## src/rtl/mult64_seq.sv

```systemverilog
// Iterative radix-2 shift-add multiplier: WIDTH x WIDTH -> 2*WIDTH product, signed or unsigned.
// One partial product is accumulated per clock, so a result takes WIDTH+1 edges after Start.
module mult64_seq #(
  parameter int WIDTH = 64
) (
  input  logic             clk,
  input  logic             reset,
  input  logic             Start,
  input  logic             Signed,
  input  logic [WIDTH-1:0] A,
  input  logic [WIDTH-1:0] B,
  output logic [WIDTH-1:0] Saida,
  output logic [WIDTH-1:0] SaidaAlta,
  output logic             Ocupado,
  output logic             Pronto,
  output logic [1:0]       dbg_state
);

  localparam int CW = $clog2(WIDTH) + 1;
  localparam logic [CW-1:0] LAST = CW'(WIDTH - 1);

  typedef enum logic [1:0] {IDLE, CALC, FIX, DONE} state_t;

  state_t             state, state_nx;
  logic [WIDTH-1:0]   ma, mb;
  logic               neg;
  logic [2*WIDTH-1:0] acc, addend, res;
  logic [CW-1:0]      cnt;
  logic               a_neg, b_neg;
  logic [WIDTH-1:0]   abs_a, abs_b;

  // Handshake: Start is a request taken only in IDLE (operands sampled on that edge);
  // Pronto is a one-cycle completion pulse with Saida/SaidaAlta already valid; no backpressure.
  always_ff @(posedge clk or posedge reset) begin
    if (reset) state <= IDLE;
    else       state <= state_nx;
  end

  always_comb begin
    state_nx = state;
    case (state)
      IDLE: if (Start) state_nx = CALC;
      CALC: if (cnt == LAST) state_nx = FIX;
      FIX:  state_nx = DONE;
      DONE: state_nx = IDLE;
      default: state_nx = IDLE;
    endcase
  end

  assign Ocupado   = (state != IDLE);
  assign Pronto    = (state == DONE);
  assign dbg_state = state;

  // Magnitudes are unsigned WIDTH-bit, so the most negative value maps to 2^(WIDTH-1) cleanly.
  assign a_neg = Signed & A[WIDTH-1];
  assign b_neg = Signed & B[WIDTH-1];
  assign abs_a = a_neg ? (~A + WIDTH'(1)) : A;
  assign abs_b = b_neg ? (~B + WIDTH'(1)) : B;

  assign addend = {{WIDTH{1'b0}}, ma} << cnt;
  assign res    = neg ? (~acc + (2*WIDTH)'(1)) : acc;

  always_ff @(posedge clk or posedge reset) begin
    if (reset) begin
      ma        <= '0;
      mb        <= '0;
      neg       <= 1'b0;
      acc       <= '0;
      cnt       <= '0;
      Saida     <= '0;
      SaidaAlta <= '0;
    end else begin
      case (state)
        IDLE: if (Start) begin
          ma  <= abs_a;
          mb  <= abs_b;
          neg <= a_neg ^ b_neg;
          acc <= '0;
          cnt <= '0;
        end
        CALC: begin
          if (mb[0]) acc <= acc + addend;
          mb  <= mb >> 1;
          cnt <= cnt + CW'(1);
        end
        FIX: begin
          Saida     <= res[WIDTH-1:0];
          SaidaAlta <= res[2*WIDTH-1:WIDTH];
        end
        default: ;
      endcase
    end
  end

endmodule

```

## config.mk

```make
export PLATFORM = sky130hd
export DESIGN_NAME = mult64_seq
export DESIGN_NICKNAME = d
export VERILOG_FILES = /design/src/rtl/mult64_seq.sv
export SDC_FILE = /design/constraint.sdc
export NUM_CORES = 2
export LEC_CHECK = 0
export CORE_ASPECT_RATIO = 1.75
export CORE_MARGIN = 2
export CORE_UTILIZATION = 55
export DETAILED_ROUTE_END_ITERATION = 8
export PLACE_DENSITY = 0.85
export RECOVER_POWER = 100
export SYNTH_ARGS = -nofsm -noshare
export SYNTH_HDL_FRONTEND = slang
export SYNTH_SLANG_ARGS = --single-unit
```

## constraint.sdc

```tcl
create_clock -name clk -period 12.6 [get_ports clk]
set_input_delay 1.89 -clock clk [delete_from_list [all_inputs] [get_ports clk]]
set_output_delay 1.89 -clock clk [all_outputs]
set_load 0.01 [all_outputs]
```

==> results.md <==
- Count of final setup violators: 0
- P&R area growth vs syn: 12.4%
- # Post-CTS Setup Buffers: 0
- Hpwl dp: 96.5 mm
- EDFF count, synth: 0
- Power Density: 72.8 mW/mm^2
- Peak VDD IR: 0.0832 mV
- Syn avg cell area: 7.76 sq um
- Worst-path clk slew: 0.06 ns
- Die width: 190 um
- First-pass GRT wire length: 188 mm
- Ys flop type: dfrtp_1
- Remaining global-route overflow: 0
- Top cell type's share of synthesized area: 29.6%
- IO Pins: 264
- Count of cell types in the netlist: 85
- Synth Instances: 4300
- DRC Markers: 0
- Num rows: 119
- Routability cong.: 1.10
- DRT Pass-1 Iters: 8
- Critical Path Fanout Max: 77
- DR WL/cell: 23.9 um
- WHS Path Cells: 2
- Top-count cell post-synth: nand2_1
- Slew @ Worst Pin: 4.27 ns
- Startpoint types: input port
- Worst Path Class, Setup: input port to register
- CP Capture Type: register
- Clock root cell: clkbuf_16
- Final Max Slew Viols: 911
- Total wire length: 123 mm
- Htree depth: 2
- Seq/Total Area, Yosys: 29.6%
- Post-DR vias/cell: 6.44
- Static Leakage: 16.4 nW
- Status: finished with violations
- Synthesized Nets: 4569
- Vias in the first global route: 32600
- I/O Buffers: 263
- CP arrival: 9.35 ns
- Post-Synthesis Cell Area: 0.0334 sq mm
- Setup total negative slack: 0 ns
- Initial core utilization: 55.5%
- Skew final: 0.0327 ns
- Share of layout cells above drive strength 1: 5.32%
- Yosys Warn Count: 0
- Final #Nets: 4623
- Clock Path Buffers: 3
- R2R depth: 8
- Violated checks: capacitance limit, slew limit
- Largest area contributor in the netlist: dfrtp_1
- Fillcell total: 5398
- Total GRT Usage: 39.1%
- Final hold slack: 0.482 ns
- Commonest cells in the netlist: 643 x nand2_1, 523 x o21ai_0, 448 x a21oi_1, 445 x nor2_1, 394 x dfrtp_1
- Final Hold Fails: 0
- CTS tree: yes
- Hold buffer count at CTS: 0
- Total power: 0.00273 W
- Final ANT Viol Nets: 0
- Yosys reg bits: 394
- Clock Latency Late Sink: 0.59 ns
- CTS sink count: 394
- # resized after CTS: 0
- Iter 0 DRT Violations: 2861
- CTS Buf Count: 39
- Peak Freq: 113 MHz
- WP data required: 13.09 ns
- Max Cap Violations: 14
- Slew HR: -185%
- Final min period: 8.86 ns
- Chip height: 330 um
- Post-synth ARST share: 100%
- Initial antenna violation count: 5
- DIE AREA: 0.0627 sq mm
- Core area: 0.0602 sq mm
- Hold/Removal Path Class: register to register
- Largest net degree at the start of global routing: 155
- DR vias: 33300
- RSZ-0062 raised after global routing: false
- Period Utilization, post-route: 70.3%
- Synth area leaders: dfrtp_1 30%, o21ai_0 7.8%, nand2_1 7.2%
==> report_power, final <==
| part | internal, W | total [W] | switching, W |
|---|---|---|---|
| Sequential | 0.00127 | 0.00127 | 0.00000124 |
| Clock | 0.000762 | 0.00131 | 0.000547 |
| Combinational | 0.0000697 | 0.000153 | 0.0000834 |
| Total | 0.00210 | 0.00273 | 0.000631 |
==> final timing paths <==
check | from | endpoint | slack (ns)
min in group asynchronous | reset | SaidaAlta[22]$_DFFE_PP0P_ | 2.14
setup reg to reg | dbg_state[1]$_DFFE_PP0P_ | acc[30]$_DFFE_PP0P_ | 3.92
max in group asynchronous | reset | neg$_DFFE_PP0P_ | 5.87
setup / recovery | Start | acc[25]$_DFFE_PP0P_ | 3.74
hold / removal | mb[49]$_DFFE_PP0P_ | mb[49]$_DFFE_PP0P_ | 0.48
hold reg to reg | mb[49]$_DFFE_PP0P_ | mb[49]$_DFFE_PP0P_ | 0.48
==> state kept, by name, summed over array words and instances (netlist names) <==
| register | flops |
|---|---|
| SaidaAlta | 64 |
| acc | 128 |
| neg | 1 |
| Saida | 64 |
| dbg_state | 2 |
| mb | 64 |
| ma | 64 |
| cnt | 7 |
==> cell families after synthesis <==
kind of cell / after synthesis / synth area share, %
compound gates: 1357 / 23.7
xor+xnor: 357 / 9.37
fa+ha+maj: 137 / 5.16
buf+inv: 346 / 3.94
flops: 394 / 29.6
mux: 174 / 7.54
simple gates: 1535 / 20.7
==> layer usage <==
layer | vias up | part of all wire [%] | global-route usage [%]
met2 | 1493 | 48 | 66.9
met5 | - | 0.032 | 0
met1 | 15800 | 35 | 41.3
li1 | 15500 | - | -
met3 | 510 | 7.0 | 6.86
met4 | 6 | 10 | 34.1
==> final cells by class <==
type	instances	area (sq um)	area share (%)
antenna	2	5.00	0.0134
clock buffer	50	1130	3.01
clock inverter	20	279	0.745
inverter	61	230	0.614
multi-input combinational	3560	22100	59.0
sequential	394	9870	26.3
tap	786	983	2.62
timing repair buffer	298	2870	7.66
==> layout by cell type (no fill, tap or decap), types with 58 or more instances in the layout <==
master           netlist  layout
mux4_2                58      58
xor2_1               217     217
dfrtp_1              394     390
xnor2_1              140     140
nor3_1                63      63
ha_1                 136     136
nor2_1               445     445
mux2i_1               77      77
nand2_1              643     643
a21oi_1              448     449
clkdlybuf4s50_1        0     127
dlygate4sd3_1          0     136
inv_1                 60      58
o31ai_1               75      77
nand4_1               71      72
o21ai_0              523     526
==> stage by stage <==
step                utilization (%)  instances  instance area, sq um  worst slack (ns)
floorplan                         -       4300                 33400              5.41
global placement               60.3       5099                 36300              4.87
detailed placement             60.3       5099                 36300              4.84
CTS                            62.6       5169                 37700              4.81
global route                   62.3       5171                 37500              3.21
finish                         62.3       5171                 37500              3.74
==> worst max-delay path, stage by stage <==
cell	delay, ns
dlygate4sd3_1	0.58
nand2_1	0.35
o21ai_0	1.04
o21ai_4	0.27
clkbuf_1	3.00
clkbuf_1	1.76
nand2_1	0.19
o21ai_0	0.17
No activity file was read; power rests on OpenSTA's default activity.
